$ cat config.mk
export PLATFORM = sky130hd
export DESIGN_NAME = uart_rx
export DESIGN_NICKNAME = d
export VERILOG_FILES = /design/src/rtl/uart_rx.sv
export SDC_FILE = /design/constraint.sdc
export NUM_CORES = 1
export LEC_CHECK = 0
export ABC_AREA = 1
export BUFFER_PORTS_ARGS = -buffer_cell sky130_fd_sc_hd__buf_2
export CORE_MARGIN = 2
export CORE_UTILIZATION = 49
export DETAILED_ROUTE_END_ITERATION = 8
export GPL_TIMING_DRIVEN = 0
export HOLD_SLACK_MARGIN = 0.03
export MAX_ROUTING_LAYER = met4
export PLACE_DENSITY = 0.73
export SYNTH_ARGS = -nofsm -noshare
export SYNTH_HDL_FRONTEND = slang
export SYNTH_SLANG_ARGS = --single-unit
$ cat constraint.sdc
create_clock -name sys_clk -period 5.07 [get_ports sys_clk]
set_clock_uncertainty 0.1 [all_clocks]
set_input_delay 0.7605 -clock sys_clk [delete_from_list [all_inputs] [get_ports sys_clk]]
set_output_delay 0.7605 -clock sys_clk [all_outputs]
set_load 0.05 [all_outputs]
$ cat src/rtl/uart_rx.sv
// 8N1 UART receiver: mid-bit sampling, one-cycle delivery strobe, overrun on a full FIFO.
// Define UART_RX_FRAME_ERR_EN to check the stop bit and add the frame_err output.
module uart_rx #(
    parameter int UART_BPS = 9600,
    parameter int CLK_FREQ = 50_000_000
) (
    input  logic       sys_clk,
    input  logic       sys_rst_n,
    input  logic       rx,
    input  logic       full,
    output logic [7:0] po_data,
    output logic       po_flag,
    output logic       overrun
`ifdef UART_RX_FRAME_ERR_EN
    ,
    output logic       frame_err
`endif
);

    localparam int          BAUD_CNT_MAX = CLK_FREQ / UART_BPS;
    localparam logic [12:0] CNT_LAST     = 13'(BAUD_CNT_MAX - 1);
    localparam logic [12:0] CNT_MID      = 13'(BAUD_CNT_MAX / 2);

    typedef enum logic [1:0] {IDLE, START, DATA, STOP} state_t;

    state_t      state_q, state_d;
    logic        rx_meta_q, rx_meta_d;
    logic        rx_sync_q, rx_sync_d;
    logic        rx_dly_q, rx_dly_d;
    logic [12:0] baud_cnt_q, baud_cnt_d;
    logic [2:0]  bit_idx_q, bit_idx_d;
    logic [7:0]  shift_q, shift_d;
    logic [7:0]  po_data_q, po_data_d;
    logic        po_flag_q, po_flag_d;
    logic        overrun_q, overrun_d;
    logic        frame_err_q, frame_err_d;

    logic start_edge;
    logic mid_bit;
    logic stop_ok;

    assign start_edge = rx_dly_q & ~rx_sync_q;
    assign mid_bit    = (baud_cnt_q == CNT_MID);

`ifdef UART_RX_FRAME_ERR_EN
    assign stop_ok = rx_sync_q;
`else
    assign stop_ok = 1'b1;
`endif

    always_comb begin
        // NOTE: every _d gets a default first so no path through the case infers a latch.
        state_d     = state_q;
        rx_meta_d   = rx;
        rx_sync_d   = rx_meta_q;
        rx_dly_d    = rx_sync_q;
        baud_cnt_d  = (baud_cnt_q == CNT_LAST) ? 13'd0 : baud_cnt_q + 13'd1;
        bit_idx_d   = bit_idx_q;
        shift_d     = shift_q;
        po_data_d   = po_data_q;
        po_flag_d   = 1'b0;
        overrun_d   = 1'b0;
        frame_err_d = 1'b0;

        case (state_q)
            IDLE: begin
                baud_cnt_d = 13'd0;
                if (start_edge) begin
                    state_d = START;
                end
            end
            START: begin
                if (mid_bit) begin
                    // A line that is high again at mid-bit was only a glitch.
                    if (rx_sync_q) begin
                        state_d    = IDLE;
                        baud_cnt_d = 13'd0;
                    end else begin
                        state_d   = DATA;
                        bit_idx_d = 3'd0;
                    end
                end
            end
            DATA: begin
                if (mid_bit) begin
                    shift_d = {rx_sync_q, shift_q[7:1]};
                    if (bit_idx_q == 3'd7) begin
                        state_d = STOP;
                    end else begin
                        bit_idx_d = bit_idx_q + 3'd1;
                    end
                end
            end
            STOP: begin
                // Leave at mid-stop so a back-to-back start edge is not missed.
                if (mid_bit) begin
                    state_d    = IDLE;
                    baud_cnt_d = 13'd0;
                    if (!stop_ok) begin
                        frame_err_d = 1'b1;
                    end else if (full) begin
                        overrun_d = 1'b1;
                    end else begin
                        po_data_d = shift_q;
                        po_flag_d = 1'b1;
                    end
                end
            end
            default: begin
                state_d    = IDLE;
                baud_cnt_d = 13'd0;
            end
        endcase
    end

    // Synchronizer resets high so releasing reset never looks like a start edge.
    always_ff @(posedge sys_clk or negedge sys_rst_n) begin
        if (!sys_rst_n) begin
            state_q     <= IDLE;
            rx_meta_q   <= 1'b1;
            rx_sync_q   <= 1'b1;
            rx_dly_q    <= 1'b1;
            baud_cnt_q  <= 13'd0;
            bit_idx_q   <= 3'd0;
            shift_q     <= 8'h00;
            po_data_q   <= 8'h00;
            po_flag_q   <= 1'b0;
            overrun_q   <= 1'b0;
            frame_err_q <= 1'b0;
        end else begin
            // NOTE: non-blocking so every flop samples the pre-edge value of the others.
            state_q     <= state_d;
            rx_meta_q   <= rx_meta_d;
            rx_sync_q   <= rx_sync_d;
            rx_dly_q    <= rx_dly_d;
            baud_cnt_q  <= baud_cnt_d;
            bit_idx_q   <= bit_idx_d;
            shift_q     <= shift_d;
            po_data_q   <= po_data_d;
            po_flag_q   <= po_flag_d;
            overrun_q   <= overrun_d;
            frame_err_q <= frame_err_d;
        end
    end

    assign po_data = po_data_q;
    assign po_flag = po_flag_q;
    assign overrun = overrun_q;

`ifdef UART_RX_FRAME_ERR_EN
    assign frame_err = frame_err_q;
`else
    logic unused_frame_err;
    assign unused_frame_err = frame_err_q;
`endif

endmodule

# Word-level counts from Yosys, hierarchy flattened
# Cells that the tools add are included.
# totals
regBits	39
input_bits	4
word_cells	57
# op_classes
addsub	2
eq_ne	13
muxes	23
bitwise_logic	3
n_reduce_logical	6
# ops
operator	count
$mux 13	4
$pmux 13 s3	1
$ne 2x2->1 const B	7
$add 13x1->13 const B	1
$eq 13x12->1 const B	1
$eq 13x13->1 const B	1
$mux 2	6
$mux 3	4
$reduce_and 5->1	2
$pmux 2 s4	1
$mux 1	6
$pmux 3 s2	1
$eq 2x2->1 const B	2
$add 3x1->3 const B	1
$eq 3x3->1 const B	1
$reduce_and 3->1	1
$eq 2x1->1 const B	1
$logic_not 2->1	1
$not 1->1	2
$reduce_and 2->1	1
$reduce_bool 2->1	1
$and 1x1->1	1

# Longest topological paths before layout
# logic_depth
word_depth	5
depth_mapped	10
mapped_depth_nobuf	9

# Least setup slack after synthesis
# OpenSTA, ideal clock, no wires.
# synth_timing
kind	reg2reg
start	register baud_cnt_q[0]
end	register baud_cnt_q[8]
setup_time_ps	122
arrival_ps	1367
required_ps	4848
path_slack_ps	3480
path_stages_with_launch	11
n_path_buf	1
cell_sequence	dfrtp_1 -> inv_1 -> ha_1 -> nand2_2 -> nor2_8 -> nand3_2 -> nand2_2 -> nand2_2 -> nand2_2 -> buf_6 -> nor2_2
# synth_via
elab_chain_cells	5
# synth_rtl
element	line	source
from (decl)	30	logic [12:0] baud_cnt_q, baud_cnt_d;
from (signal assigned)	136	baud_cnt_q <= baud_cnt_d;
$add 13x1->13 / $eq 13x13->1 (equally long branches)	57	baud_cnt_d = (baud_cnt_q == CNT_LAST) ? 13'd0 : baud_cnt_q + 13'd1;
$mux 13	57	
$mux 13	75	if (rx_sync_q) begin
$mux 13	73	if (mid_bit) begin
$pmux 13 s3 (*)	65	case (state_q)
net baud_cnt_d[8]	30	
# Mark *: on every way through the listed nets, which the timed path passes. The rest lies on a longest branch.
# A chain may end at the register's enable or synchronous reset.

# Worst setup path after layout
# layout_timing
start	register po_data_q[7] (netlist: po_data[7])
end	output port po_data[7]
# layout_lines
element	line	source
from (decl)	33	logic [7:0] po_data_q, po_data_d;
from (signal assigned)	139	po_data_q <= po_data_d;
to (decl)	11	output logic [7:0] po_data,
# No word-level cell between the ends.

==> results.json <==
{
  "status": "completed",
  "postSynthAreaPerCell_sq_um": 8.92,
  "drv_cap": 0,
  "root_buffer": "clkbuf_8",
  "synth_area_leaders": "dfrtp_1 (46%), nand2_1 (12%), o21ai_2 (6.7%)",
  "wl_met3_microns": 120,
  "cts.sinks": 39,
  "max_clock_freq_ghz": 0.559,
  "cp_max_fo": 2,
  "ff2ff_path_depth": 10,
  "track_usage": 0.184,
  "synth-main-ff-cell": "dfrtp_1",
  "regToRegSetupSlack_ns": 3.33,
  "postLayoutCoreUtil": 0.581,
  "antenna-diode-count": 0,
  "synth_top_area_share": 0.461,
  "met1Wirelength_mm": 1.55,
  "row_count": 22,
  "finalNetCount": 247,
  "synth_edf_count": 0,
  "drive_gt1_frac": 0.317,
  "io_pins": 14,
  "num_vias": 1396,
  "worst_pin_slew_ns": 0.852,
  "synth.distinct_cells": 26,
  "vias_per_cell": 4.85,
  "grt_max_degree": 40,
  "clock_latency_ns": 0.30,
  "finalCritPeriodShare": 0.353,
  "finalSetupViolCount": 0,
  "syn_to_final_growth_pct": 11.2,
  "clk_pin_slew_worst_paths_ns": 0.08,
  "synth-seq-cells": 39,
  "relSlewSlack": 0.432,
  "clock_path_buffers": 2,
  "dr.pass1.iters": 4,
  "worstHoldStart": "rx_meta_q$_DFF_PN1_",
  "power.leakage_nw": 1.11,
  "critPathArrivalTime_ns": 0.93,
  "yosysWarningCount": 0,
  "initialDrtViolationCount": 103,
  "critPathSlowestCell": "dfrtp_1",
  "critPathBufInv": 1,
  "path_cells": "buf_2",
  "chipHeight_microns": 67.2,
  "slowest_delay_ns": 0.36,
  "min_path_cells": 0,
  "drc": 0,
  "core_sq_um": 3740,
  "ir_worst_vdd_uv": 187,
  "dpl_worst_slack_ns": 3.31,
  "grt_overflow": 0,
  "yosysMostFrequentCell": "nand2_1",
  "yosys-top-cells-count": "nand2_1 (61), dfrtp_1 (36), inv_1 (21), o21ai_2 (15), nor2_2 (14)",
  "setup_tns_ns": 0,
  "cts_tree": "done",
  "syn_nets": 227,
  "die_w_microns": 67.2,
  "r2r-start": "baud_cnt_q[0]$_DFF_PN0_",
  "path_class": "reg2out",
  "start_util": 0.522,
  "cp_top_family": "flip-flops",
  "postCtsSetupRepairBufs": 0,
  "place_congestion": 0.831,
  "fin_ws_ns": 3.28,
  "r2r-end": "baud_cnt_q[4]$_DFF_PN0_",
  "synth_area_sq_um": 1950,
  "grt_antenna_before_repair": 0,
  "die_area_sq_um": 4510,
  "cp-start-kind": "flop",
  "grt_pass1_wl_mm": 5.96,
  "ys_seq_area_frac": 0.501,
  "hold_path.class": "reg2reg",
  "grt_pass1_vias": 1349,
  "synth_top_area_cell": "dfrtp_1",
  "antenna_left": 0,
  "cts_hold_buf": 0,
  "cts_resized": 0,
  "dpl.hpwl_mm": 2.45,
  "slew_violations": 0,
  "cp-end-kind": "output port",
  "wl_mm": 3.25,
  "top_layer_used": "met4",
  "wire_per_inst_microns": 11.3,
  "rsz0062_at_grt": "no",
  "cts_buffers": 5,
  "hold_end": "rx_dly_d$_DFF_PN1_",
  "nFillCells": 354,
  "whs_ns": 0.260,
  "p_per_area_nw_per_um2": 347,
  "ys_async_sr_fraction": 1.00,
  "io_buffers": 13,
  "crit_required_ns": 4.21,
  "fin_crit_ns": 1.79,
  "syn_inst": 219,
  "wl_met2_mm": 1.53,
  "finalHoldViolCount": 0,
  "htree_levels": 2
}
[layer usage]
metal / up-vias / global-route usage
met5: - / -
met4: 0 / 0.0689
met3: 6 / 0.0517
met2: 14 / 0.283
met1: 654 / 0.232
li1: 722 / -
[cell usage in the layout, fill, tap and decap left out, drive strengths merged]
cell,synthesis,routed
buf,3,16
clkinv,0,2
dfrtp,36,36
nand4,3,3
xnor2,1,1
inv,29,29
nand3b,1,1
nor2,27,27
clkinvlp,0,1
nor3b,1,1
or2,1,1
ha,4,4
nand2,68,68
nand3,13,13
xor2,2,2
dfstp,3,3
nor3,4,4
o21ai,21,21
clkbuf,0,5
a21oi,1,1
and2,1,1
[state kept, by name (all words and copies together), names as in the netlist, named ones only]
name	flops
state_q	1
rx_dly_d	1
po_data	8
shift_q	8
po_flag	1
overrun	1
rx_meta_q	1
bit_idx_q	3
baud_cnt_q	13
rx_dly_q	1
[power breakdown]
part	internal (mW)	switching, mW	total (mW)
combinational	0.0590	0.105	0.164
sequential	0.344	0.0324	0.376
clock	0.0982	0.116	0.214
[stage by stage]
step	power, mW	cells	cell area (sq um)
floorplan	0.509	219	1950
global placement	0.544	280	2080
detailed placement	0.550	280	2080
CTS	0.767	288	2170
global route	0.806	288	2170
finish	0.754	288	2170
[worst max-delay path by stage]
stage,from,end,cells past startpoint
CTS,po_data[3]$_DFFE_PN0P_,po_data[3],1
global route,baud_cnt_q[0]$_DFF_PN0_,baud_cnt_q[4]$_DFF_PN0_,10
global placement,full,po_data[6]$_DFFE_PN0P_,6
detailed placement,baud_cnt_q[0]$_DFF_PN0_,baud_cnt_q[9]$_DFF_PN0_,10
finish,po_data[7]$_DFFE_PN0P_,po_data[7],1
floorplan,baud_cnt_q[0]$_DFF_PN0_,baud_cnt_q[8]$_DFF_PN0_,10
[cell families after synthesis]
logic type,after synthesis,share of synthesized area
AND/OR/NAND/NOR,119,0.302
buffers and inverters,32,0.0730
XOR/XNOR,3,0.0134
AO/OA/AOI/OAI,22,0.0851
adder cells (fa/ha/maj),4,0.0256
flip-flops,39,0.501
[cell type report]
class | count | area [sq um] | area share
multi-input cells | 148 | 832 | 0.383
well taps | 48 | 60.1 | 0.0276
clock inverters | 3 | 25.0 | 0.0115
clock buffers | 5 | 68.8 | 0.0317
plain buffers | 3 | 33.8 | 0.0155
flip-flops and latches | 39 | 980 | 0.451
inverters | 29 | 109 | 0.0501
repair buffers | 13 | 65.1 | 0.0299
No activity file was read; power rests on OpenSTA's default activity.
